<file path="config.mk">
export PLATFORM = sky130hd
export DESIGN_NAME = pipe_ctrl
export DESIGN_NICKNAME = d
export VERILOG_FILES = /design/src/rtl/pipe_ctrl.sv
export SDC_FILE = /design/constraint.sdc
export NUM_CORES = 1
export LEC_CHECK = 0
export CAP_MARGIN = 20
export CORE_AREA = 10 10 47 49
export DETAILED_ROUTE_END_ITERATION = 6
export DIE_AREA = 0 0 57 59
export PLACE_DENSITY_LB_ADDON = 0.12
export SYNTH_ARGS = -nofsm -noshare
export SYNTH_HDL_FRONTEND = slang
export SYNTH_SLANG_ARGS = --single-unit
</file>
<file path="constraint.sdc">
create_clock -name clk -period 1.6 [get_ports clk]
set_clock_uncertainty 0.2 [all_clocks]
set_input_delay 0.32 -clock clk [delete_from_list [all_inputs] [get_ports clk]]
set_output_delay 0.32 -clock clk [all_outputs]
set_load 0.01 [all_outputs]
</file>
<file path="src/rtl/pipe_ctrl.sv">
// pipe_ctrl: pipeline hazard controller producing segment hold (stall) and
// clear (refresh) enables for a 5-stage pipeline.
// Priority: exception flush > data wait > divide hold > load-use > fetch wait
// > post-flush fetch discard.
// Optional feature macro: PIPE_CTRL_DIV_STALL_EN enables the multi-cycle
// divide hold FSM. Without it ex_div is ignored and div_busy is tied low.
module pipe_ctrl #(
    parameter int unsigned DIV_CYCLES = 33
) (
    input  logic       clk,
    input  logic       resetn,
    input  logic       id_rs_ren,
    input  logic       id_rt_ren,
    input  logic [4:0] id_rs,
    input  logic [4:0] id_rt,
    input  logic       ex_load,
    input  logic       ex_regwen,
    input  logic [4:0] ex_wreg,
    input  logic       ex_div,
    input  logic       inst_busy,
    input  logic       data_busy,
    input  logic       exc_flush,
    output logic [3:0] stall,
    output logic [3:0] refresh,
    output logic       div_busy
);

    typedef enum logic [1:0] {
        IDLE       = 2'd0,
        DIV_BUSY   = 2'd1,
        DIV_DONE   = 2'd2,
        FLUSH_WAIT = 2'd3
    } state_t;

    state_t state;
    logic   div_hold_c;
    logic   load_use_c;

`ifdef PIPE_CTRL_DIV_STALL_EN
    localparam int unsigned CNT_W = 6;

    logic [CNT_W-1:0] cnt;

    // Divide hold covers the sampling cycle in IDLE plus every DIV_BUSY cycle
    assign div_hold_c = ((state == IDLE) && ex_div && !exc_flush) || (state == DIV_BUSY);
    assign div_busy   = (state == DIV_BUSY);

    // State and divide counter; flush aborts any divide in progress
    always_ff @(posedge clk or negedge resetn) begin
        if (!resetn) begin
            state <= IDLE;
            cnt   <= '0;
        end else if (exc_flush) begin
            state <= inst_busy ? FLUSH_WAIT : IDLE;
            cnt   <= '0;
        end else begin
            case (state)
                IDLE: begin
                    if (ex_div) begin
                        state <= DIV_BUSY;
                        cnt   <= CNT_W'(DIV_CYCLES - 2);
                    end
                end
                DIV_BUSY: begin
                    if (cnt == '0) begin
                        state <= DIV_DONE;
                    end else begin
                        cnt <= cnt - CNT_W'(1);
                    end
                end
                DIV_DONE: begin
                    state <= IDLE;
                end
                FLUSH_WAIT: begin
                    if (!inst_busy) begin
                        state <= IDLE;
                    end
                end
                default: begin
                    state <= IDLE;
                end
            endcase
        end
    end
`else
    logic [6:0] unused_div_cfg;

    // Divide support compiled out: only IDLE and FLUSH_WAIT are reachable
    assign unused_div_cfg = {ex_div, 6'(DIV_CYCLES - 1)};
    assign div_hold_c     = 1'b0;
    assign div_busy       = 1'b0;

    // State register tracking only the post-flush fetch discard window
    always_ff @(posedge clk or negedge resetn) begin
        if (!resetn) begin
            state <= IDLE;
        end else if (exc_flush) begin
            state <= inst_busy ? FLUSH_WAIT : IDLE;
        end else if ((state == FLUSH_WAIT) && !inst_busy) begin
            state <= IDLE;
        end else if (state != FLUSH_WAIT) begin
            state <= IDLE;
        end
    end
`endif

    // Load-use hazard: ID reads the register an in-flight load will write
    assign load_use_c = ex_load && ex_regwen && (ex_wreg != 5'd0) &&
                        ((id_rs_ren && (id_rs == ex_wreg)) ||
                         (id_rt_ren && (id_rt == ex_wreg)));

    // Prioritised hold/clear enables, forced low while in reset
    always_comb begin
        stall   = 4'b0000;
        refresh = 4'b0000;
        if (resetn) begin
            if (exc_flush) begin
                refresh = 4'b1111;
            end else if (data_busy) begin
                stall   = 4'b1111;
                refresh = 4'b1000;
            end else if (div_hold_c) begin
                stall   = 4'b0111;
                refresh = 4'b0100;
            end else if (load_use_c) begin
                stall   = 4'b0011;
                refresh = 4'b0010;
            end else if (inst_busy) begin
                stall   = 4'b0001;
                refresh = 4'b0001;
            end else if (state == FLUSH_WAIT) begin
                refresh = 4'b0001;
            end
        end
    end

endmodule

</file>
Word-level counts from Yosys, hierarchy flattened
Index checks and enable logic that the tools add are counted.

Register bits after elaboration: 2. Output and inout port bits: 9. Word-level logic and storage cells: 30. Bits of input ports: 25.

Mux-type cells: 15. Equal/unequal tests: 4. Reductions and logical operators: 10.

Operators with widths (number): $mux 4 (6); $mux 2 (6); $eq 5x5->1 (2); $logic_and 1x1->1 (6); $reduce_bool 5->1 (1); $mux 1 (3); $reduce_bool 3->1 (1); $eq 2x2->1 const B (1); $ne 2x2->1 const B (1); $logic_not 1->1 (1); $logic_or 1x1->1 (1).

Depth between registers and ports, before layout
Gate-level depths: netlist of the first run.

Depth in word-level cells: 8. Gate-level depth with buffers: 5. Mapped depth without buffers: 5.

Worst setup path after synthesis of the first run
No wires, ideal clock.

Kind: input to output. From: input port ex_wreg[1]. To: output port refresh[0]. Data required time: 1.080 ns. Stages: 3. Path slack: -0.155 ns. Buffers on the path: 0. Arrival time: 1.235 ns. Cell sequence: or4_4 > o2111ai_2 > a21o_1.

Cells in the longest elaborated chain, start to end: 8. Elaborated cells between the ends (all ways): 12. Those cells by class: eq/ne (2); mux (4); reduce/logical (6).

RTL lines: start, declared (RTL line 18) `input logic [4:0] ex_wreg,`; $eq 5x5->1 (on tied branches) (RTL line 109, 110); $logic_and 1x1->1 (on tied branches) (RTL line 109, 110); $logic_or 1x1->1 (RTL line 109) `((id_rs_ren && (id_rs == ex_wreg)) ||`; $logic_and 1x1->1 (*) (RTL line 108) `assign load_use_c = ex_load && ex_regwen && (ex_wreg != 5'd0) &&`; $mux 2 (*) (RTL line 125) `end else if (load_use_c) begin`; $mux 4 (*) (RTL line 119) `end else if (data_busy) begin`; $mux 4 (*) (RTL line 117) `if (exc_flush) begin`; $mux 4 (*) (RTL line 116) `if (resetn) begin`; end, declared (RTL line 24) `output logic [3:0] refresh,`.

Every way passes the cells marked *; elsewhere a longest branch is shown, timed or not.

Worst setup path after layout of the first run
From: input port ex_wreg[2]. To: output port refresh[0].

The elaborated chain is that of the path after synthesis.

==> results of run 1 <==
[cell families after synthesis]
group           count (synthesis)  share of synthesized area [%]
xor+xnor                       10                           33.8
flops                           1                           9.66
other cells                     1                           1.45
simple gates                   12                           24.2
buf+inv                         3                           7.24
compound gates                  8                           23.7
[per-stage QoR]
stage	area, sq um	hold slack, ns	power [mW]	setup WS (ns)
6_report	553	0.0896	0.162	-0.387
3_3_place_gp	604	0.271	0.179	-1.21
4_1_cts	568	0.189	0.164	-0.403
3_5_place_dp	604	0.274	0.178	-1.19
5_1_grt	553	0.107	0.174	-0.423
2_1_floorplan	259	-0.176	0.0798	-0.155
[what timing repair did]
action / CTS / global route
hold buffers: 0 / 0
endpoints found under the hold margin: 0 / 0
pin swaps: 20 / 11
endpoints found under the setup margin: 8 / 5
resized for setup: 101 / 8
[report_power, final]
| group | switching, mW | total (mW) | internal [mW] |
|---|---|---|---|
| clock | 0 | 0 | 0 |
| sequential | 0.000915 | 0.0284 | 0.0275 |
| combinational | 0.0560 | 0.134 | 0.0775 |
[layout make-up]
type	instances	area, sq um	share of cell area, %
Inverter	1	3.75	0.679
Multi-Input combinational cell	31	268	48.4
Sequential cell	1	25.0	4.52
Tap cell	16	20.0	3.62
Timing Repair Buffer	35	236	42.8
[path summary, 6_finish.rpt]
path | end | from | slack (ns) | cells past startpoint
setup / recovery | refresh[0] | ex_wreg[2] | -0.39 | 5
hold / removal | state[0]$_DFFE_PN0P_ | resetn | 0.09 | 2
setup reg to reg | state[0]$_DFFE_PN0P_ | state[0]$_DFFE_PN0P_ | 0.75 | 1
hold reg to reg | state[0]$_DFFE_PN0P_ | state[0]$_DFFE_PN0P_ | 0.28 | 1
max in group asynchronous | state[0]$_DFFE_PN0P_ | resetn | 1.02 | 2
min in group clk | state[0]$_DFFE_PN0P_ | state[0]$_DFFE_PN0P_ | 0.28 | 1
[routing by layer]
layer	track usage [%]	share of wire (%)	vias to the layer above
li1	-	-	185
met1	8.74	48	148
met2	10.9	44	20
met3	1.50	7.8	0
met4	0	0	0
met5	0	0	-
[layout by cell type (no fill, tap or decap), drive strengths merged]
cell	count
nand4	2
o2111ai	1
xnor2	10
clkdlybuf4s50	3
a21oi	2
o21a	2
dfrtp	1
nor2	4
a21o	1
or4	1
nand2	3
nand2b	1
inv	1
buf	24
o21bai	1
dlygate4sd2	4
clkbuf	3
o22ai	1
clkdlybuf4s15	1
and2	1
conb	1
[critical path: cells and delay by family]
kind | cells | cell delay [ns]
buf+inv | 2 | 0.22
compound gates | 2 | 0.40
simple gates | 1 | 0.53
==> metrics.cfg, run 1 <==
[sta]
finalSetupTns_ns=-1.43
timing.final.crit_share_pct=124
slew_viol_final=0
worst_slack_ns=-0.387
fmax_ghz=0.503
hold_viol_final=0
setup-violations-final=4
post-route-min-period_ns=1.99
rsz0062_at_grt=yes

[grt]
grt_pass1_vias=398
antenna_found_initial=0
grt-ovfl-total=0
grt_max_degree=5
grt_usage_pct=6.50
grt_first_pass_wirelength_um=1910

[route]
drt_iter0_markers=2
vias=353
wl_per_cell_um=13.6
dr.pass1.iters=2
wl_um=1140
via_per_inst=4.20
drc=0
ant_nets=0

[final_layout]
num_antenna_cells=0
largest_register=state
layout.nets=95
instances_no_fill=84
drive_gt1_share_pct=55.9
post-route-util_pct=39.5
nFillCells=166
largest_reg_flops=1
synthToLayoutAreaGrowth_pct=114
reg_top3=state x1

[die]
floorplan.die_area_sq_um=3360
io_pins=34
rows=14
die_w_um=57
die_h_um=59
core_area_sq_um=1400
initial_core_util_pct=18.5

[setup_path]
cpPeakStageDelay_ns=0.53
worstSetupStartpointType=input port
cp.arrival_ns=1.47
cp-end-kind=primary output
critPathSlowestCell=or4_4
worstPathMaxFanout=4
critical_path_class=in2out
worstPathRequired_ns=1.08
worstPathCellList=buf_8 > or4_4 > o2111ai_4 > a21o_1 > buf_2

[placed_design]
io_buffers=31
gp_congestion=0.626
dp_cells=84
hpwl_um=1020

[clock_network]
insertion_delay_ns=0
cts_setup_buffers=0
path_clk_slew_ns=0

[logic_synthesis]
synthesis.area_sq_um=259
ys_seq_elements=1
syn_area_per_cell_sq_um=7.40
synthDistinctLibCells=17
synth-main-ff-cell=dfrtp_1
synthArstFlopShare_pct=100
netlist_top_cells_area=xnor2_1 34%, dfrtp_1 9.7%, buf_4 5.8%
ys_seq_area_share_pct=9.66
synth_top_area_share_pct=33.8
synth_most_common_cell=xnor2_1
yosys_warnings=0
synthCells=35
yosysTopAreaCell=xnor2_1
synth_edf_count=0
syn_nets=60
synth_top_cells_by_count=10 x xnor2_1, 4 x nor2_1, 3 x nand2_1

[hold_path]
min_path_type=in2async

[status]
violations=negative setup slack
status=finished with violations

[pwr]
leakagePower_nw=0.264
ir_drop_mv=0.129
power_density_nw_per_um2=293

[run]
drv_cap=0

(Power assumes the default switching activity.)
==> inputs of run 2 (changes only) <==
--- a/config.mk
+++ b/config.mk
@@ -9,6 +9,7 @@
 export CORE_AREA = 10 10 47 49
 export DETAILED_ROUTE_END_ITERATION = 6
 export DIE_AREA = 0 0 57 59
+export GPL_TIMING_DRIVEN = 0
 export PLACE_DENSITY_LB_ADDON = 0.12
 export SYNTH_ARGS = -nofsm -noshare
 export SYNTH_HDL_FRONTEND = slang
==> metrics.cfg, run 2 (same netlist as run 1, synthesis figures left out) <==
[pwr]
ir_drop_mv=0.156
power_frac_seq_pct=17.0
power_uw=167
switching_share_pct=35.1
p_int_uw=108
p_comb_share_pct=83.0
clkPwrFrac_pct=0
leakagePower_nw=0.267
power_density_nw_per_um2=285
switching_power_uw=58.5

[hold_path]
min_path_type=in2async

[final_layout]
largest_register=state
layout_common_cells=12 x buf_2, 9 x xnor2_1, 5 x dlygate4sd2_1
num_antenna_cells=0
final_area_sq_um=584
reg_top3=state x1
layout.nets=96
nFillCells=164
drive_gt1_share_pct=47.8
synthToLayoutAreaGrowth_pct=126
largest_reg_flops=1
layout_commonest_cell=buf_2

[clock_network]
postCtsHoldBufs=0
path_clk_slew_ns=0
insertion_delay_ns=0

[grt]
grt_first_pass_wirelength_um=2060
antenna_found_initial=0
grt_usage_pct=7.19
grt_max_degree=6
grt-ovfl-total=0
grt_pass1_vias=438

[die]
initial_core_util_pct=18.5
rows=14
io_pins=34
floorplan.die_area_sq_um=3360
die_w_um=57
die_h_um=59
core_area_sq_um=1400

[sta]
slew_viol_final=0
hold_viol_final=0
timing.final.crit_share_pct=125
finalSetupTns_ns=-1.52
rsz0062_at_grt=yes
worst_slack_ns=-0.403
post-route-min-period_ns=2.00
fmax_ghz=0.499
hold_slack_ns=0.0316
setup-violations-final=4

[route]
via_per_inst=4.31
vias=366
wl_per_cell_um=14.7
drt_iter0_markers=3
drc=0
ant_nets=0
dr.pass1.iters=4
wl_um=1250

[setup_path]
critical_path_class=in2out
cp.arrival_ns=1.48
worstPathRequired_ns=1.08
cp-end-kind=primary output
worstPathMaxFanout=4
worstSetupStartpointType=input port

[placed_design]
placed_area_sq_um=589
hpwl_um=1000
place_ws_ns=-1.23
gp_congestion=0.666
io_buffers=31

[status]
violations=negative setup slack
status=finished with violations

[run]
drv_cap=0

[run 2: metal layers]
| layer | GRT usage, % | up-vias | routed length, um |
|---|---|---|---|
| met2 | 14.1 | 20 | 641 |
| met1 | 7.89 | 159 | 507 |
| met5 | 0 | - | 0 |
| met3 | 1.93 | 0 | 103 |
| li1 | - | 187 | - |
| met4 | 0 | 0 | 0 |
[run 2: path summary, 6_finish.rpt]
path,startpoint,end,slack [ns],cells after the start
max in group asynchronous,resetn,state[0]$_DFFE_PN0P_,1.03,1
min in group clk,state[0]$_DFFE_PN0P_,state[0]$_DFFE_PN0P_,0.26,1
min,resetn,state[0]$_DFFE_PN0P_,0.03,1
max reg2reg,state[0]$_DFFE_PN0P_,state[0]$_DFFE_PN0P_,0.77,1
max,ex_wreg[4],refresh[0],-0.40,5
min reg2reg,state[0]$_DFFE_PN0P_,state[0]$_DFFE_PN0P_,0.26,1
[run 2: critical path: stages]
cell and delay (ns):
buf_8 0.10, or4_4 0.53, o2111ai_4 0.26, a21o_1 0.14
buf_2 0.12
[run 2: cell type report]
type | instances | area, sq um | area share, %
plain buffers | 2 | 15.0 | 2.57
inverters | 1 | 3.75 | 0.642
multi-input cells | 31 | 263 | 45.0
flip-flops and latches | 1 | 25.0 | 4.28
well taps | 16 | 20.0 | 3.43
repair buffers | 34 | 258 | 44.1
[run 2: repair_timing]
action / CTS / global route
gates resized for setup: 87 / 8
pin swaps: 20 / 14
setup endpoints to repair: 8 / 6
setup buffers: 3 / 0
[run 2: power by group through the flow]
stage                     combinational [mW]  clock [mW]  sequential, mW
final                                  0.138           0          0.0283
after detailed placement               0.145           0          0.0283
after floorplan                       0.0517           0          0.0282
after CTS                              0.136           0          0.0283
after global routing                   0.151           0          0.0284
after global placement                 0.146           0          0.0283
[run 2: stage by stage]
stage	cells	utilization (%)
after floorplan	35	-
after global placement	82	42.1
after detailed placement	82	42.1
after CTS	85	42.1
after global routing	85	41.7
final	85	41.7
==> inputs of run 3 (changes only) <==
--- a/config.mk
+++ b/config.mk
@@ -6,9 +6,11 @@
 export NUM_CORES = 1
 export LEC_CHECK = 0
 export CAP_MARGIN = 20
-export CORE_AREA = 10 10 47 49
+export CELL_PAD_IN_SITES_DETAIL_PLACEMENT = 0
+export CELL_PAD_IN_SITES_GLOBAL_PLACEMENT = 1
+export CORE_MARGIN = 10
+export CORE_UTILIZATION = 12
 export DETAILED_ROUTE_END_ITERATION = 6
-export DIE_AREA = 0 0 57 59
 export GPL_TIMING_DRIVEN = 0
 export PLACE_DENSITY_LB_ADDON = 0.12
 export SYNTH_ARGS = -nofsm -noshare
==> metrics.cfg, run 3 (same netlist as run 1, synthesis figures left out) <==
[grt]
grt_usage_pct=4.86
met3_usage_pct=1.67
grtUsageMet2_pct=8.37
grt_first_pass_wirelength_um=1810
use_met1_pct=5.99
grt_max_degree=6
antenna_found_initial=0
grt_pass1_vias=398
busiest_layer=met2
grt-ovfl-total=0

[final_layout]
num_antenna_cells=0
layout_common_cells=12 x buf_2, 10 x xnor2_1, 6 x clkdlybuf4s15_1, 6 x dlygate4sd2_1
seq_area_sq_um=25.0
multi_input_area_sq_um=251
synthToLayoutAreaGrowth_pct=125
reg_top3=state x1
instances_no_fill=94
largest_reg_flops=1
layout_commonest_cell=buf_2
layout.nets=94
drive_gt1_share_pct=38.8
largest_register=state
nFillCells=217
post-route-util_pct=29.1

[run]
drv_cap=0

[setup_path]
r2r_cells=1
worstPathMaxFanout=4
critical_path_class=in2out
r2r-start=state[0]$_DFFE_PN0P_
worstSetupStartpointType=input port
r2r-end=state[0]$_DFFE_PN0P_
cp.arrival_ns=1.50
cp-end-kind=primary output
crit_start=ex_wreg[4]
rrSetupSlack_ns=0.77
worstPathRequired_ns=1.08
cp-endpoint=refresh[0]

[sta]
setup-violations-final=4
worst_slack_ns=-0.415
fmax_ghz=0.496
slew_viol_final=0
post-route-min-period_ns=2.02
finalSetupTns_ns=-1.55
rsz0062_at_grt=yes
timing.final.crit_share_pct=126
hold_viol_final=0

[clock_network]
insertion_delay_ns=0
postCtsHoldBufs=0
path_clk_slew_ns=0

[pwr]
ir_drop_mv=0.169
leakagePower_nw=0.254
power_density_nw_per_um2=273

[route]
via_per_inst=3.79
wl_per_cell_um=12.2
vias=356
wl_um=1140
ant_nets=0
dr.pass1.iters=2
drt_iter0_markers=16
drc=0

[die]
floorplan.die_area_sq_um=4420
initial_core_util_pct=12.9
die_h_um=66.5
io_pins=34
core_area_sq_um=2000
die_w_um=66.5
rows=16

[status]
violations=negative setup slack
status=finished with violations

[placed_design]
dp_cells=93
gp_congestion=0.691
io_buffers=31
hpwl_um=1010

[hold_path]
min_path_type=in2async

-- run 3: critical path, stage by stage --
cell and delay, ns:
buf_8 0.10, or4_4 0.54, o2111ai_4 0.26, a21o_1 0.15, buf_2 0.12
-- run 3: where the power goes --
| part | leakage, nW | total [mW] | switching [mW] | internal (mW) |
|---|---|---|---|---|
| clock | 0 | 0 | 0 | 0 |
| combinational | 0.242 | 0.130 | 0.0539 | 0.0766 |
| sequential | 0.0125 | 0.0283 | 0.000791 | 0.0275 |
-- run 3: area by class of cell --
class                           instances  area share [%]
Tap cell                               27            5.81
Timing Repair Buffer                   32            43.4
Buffer                                  2            2.58
Inverter                                1           0.645
Multi-Input combinational cell         31            43.2
Sequential cell                         1            4.30
-- run 3: routing by layer --
layer / wire, um / vias to the layer above
met5: 0 / -
met4: 0 / 0
met3: 120 / 0
met2: 518 / 20
met1: 504 / 155
li1: - / 181
-- run 3: what timing repair did --
item	CTS	global route
endpoints found under the setup margin	8	6
resized for setup	86	4
pin swaps	20	5
buffers inserted	0	1
-- run 3: worst min path at each step --
stage,endpoint,start
2_1_floorplan,state[0]$_DFFE_PN0P_,resetn
3_3_place_gp,state[0]$_DFFE_PN0P_,state[0]$_DFFE_PN0P_
3_5_place_dp,state[0]$_DFFE_PN0P_,state[0]$_DFFE_PN0P_
4_1_cts,state[0]$_DFFE_PN0P_,resetn
5_1_grt,state[0]$_DFFE_PN0P_,resetn
6_report,state[0]$_DFFE_PN0P_,resetn
-- run 3: per-stage QoR --
step           area, sq um  worst slack, ns  total power [mW]  hold WS (ns)
2_1_floorplan          259           -0.155            0.0798        -0.176
3_3_place_gp           603            -1.23             0.176         0.265
3_5_place_dp           603            -1.24             0.173         0.269
4_1_cts                573           -0.426             0.158        0.0341
5_1_grt                582           -0.467             0.172        0.0353
6_report               582           -0.415             0.159        0.0305
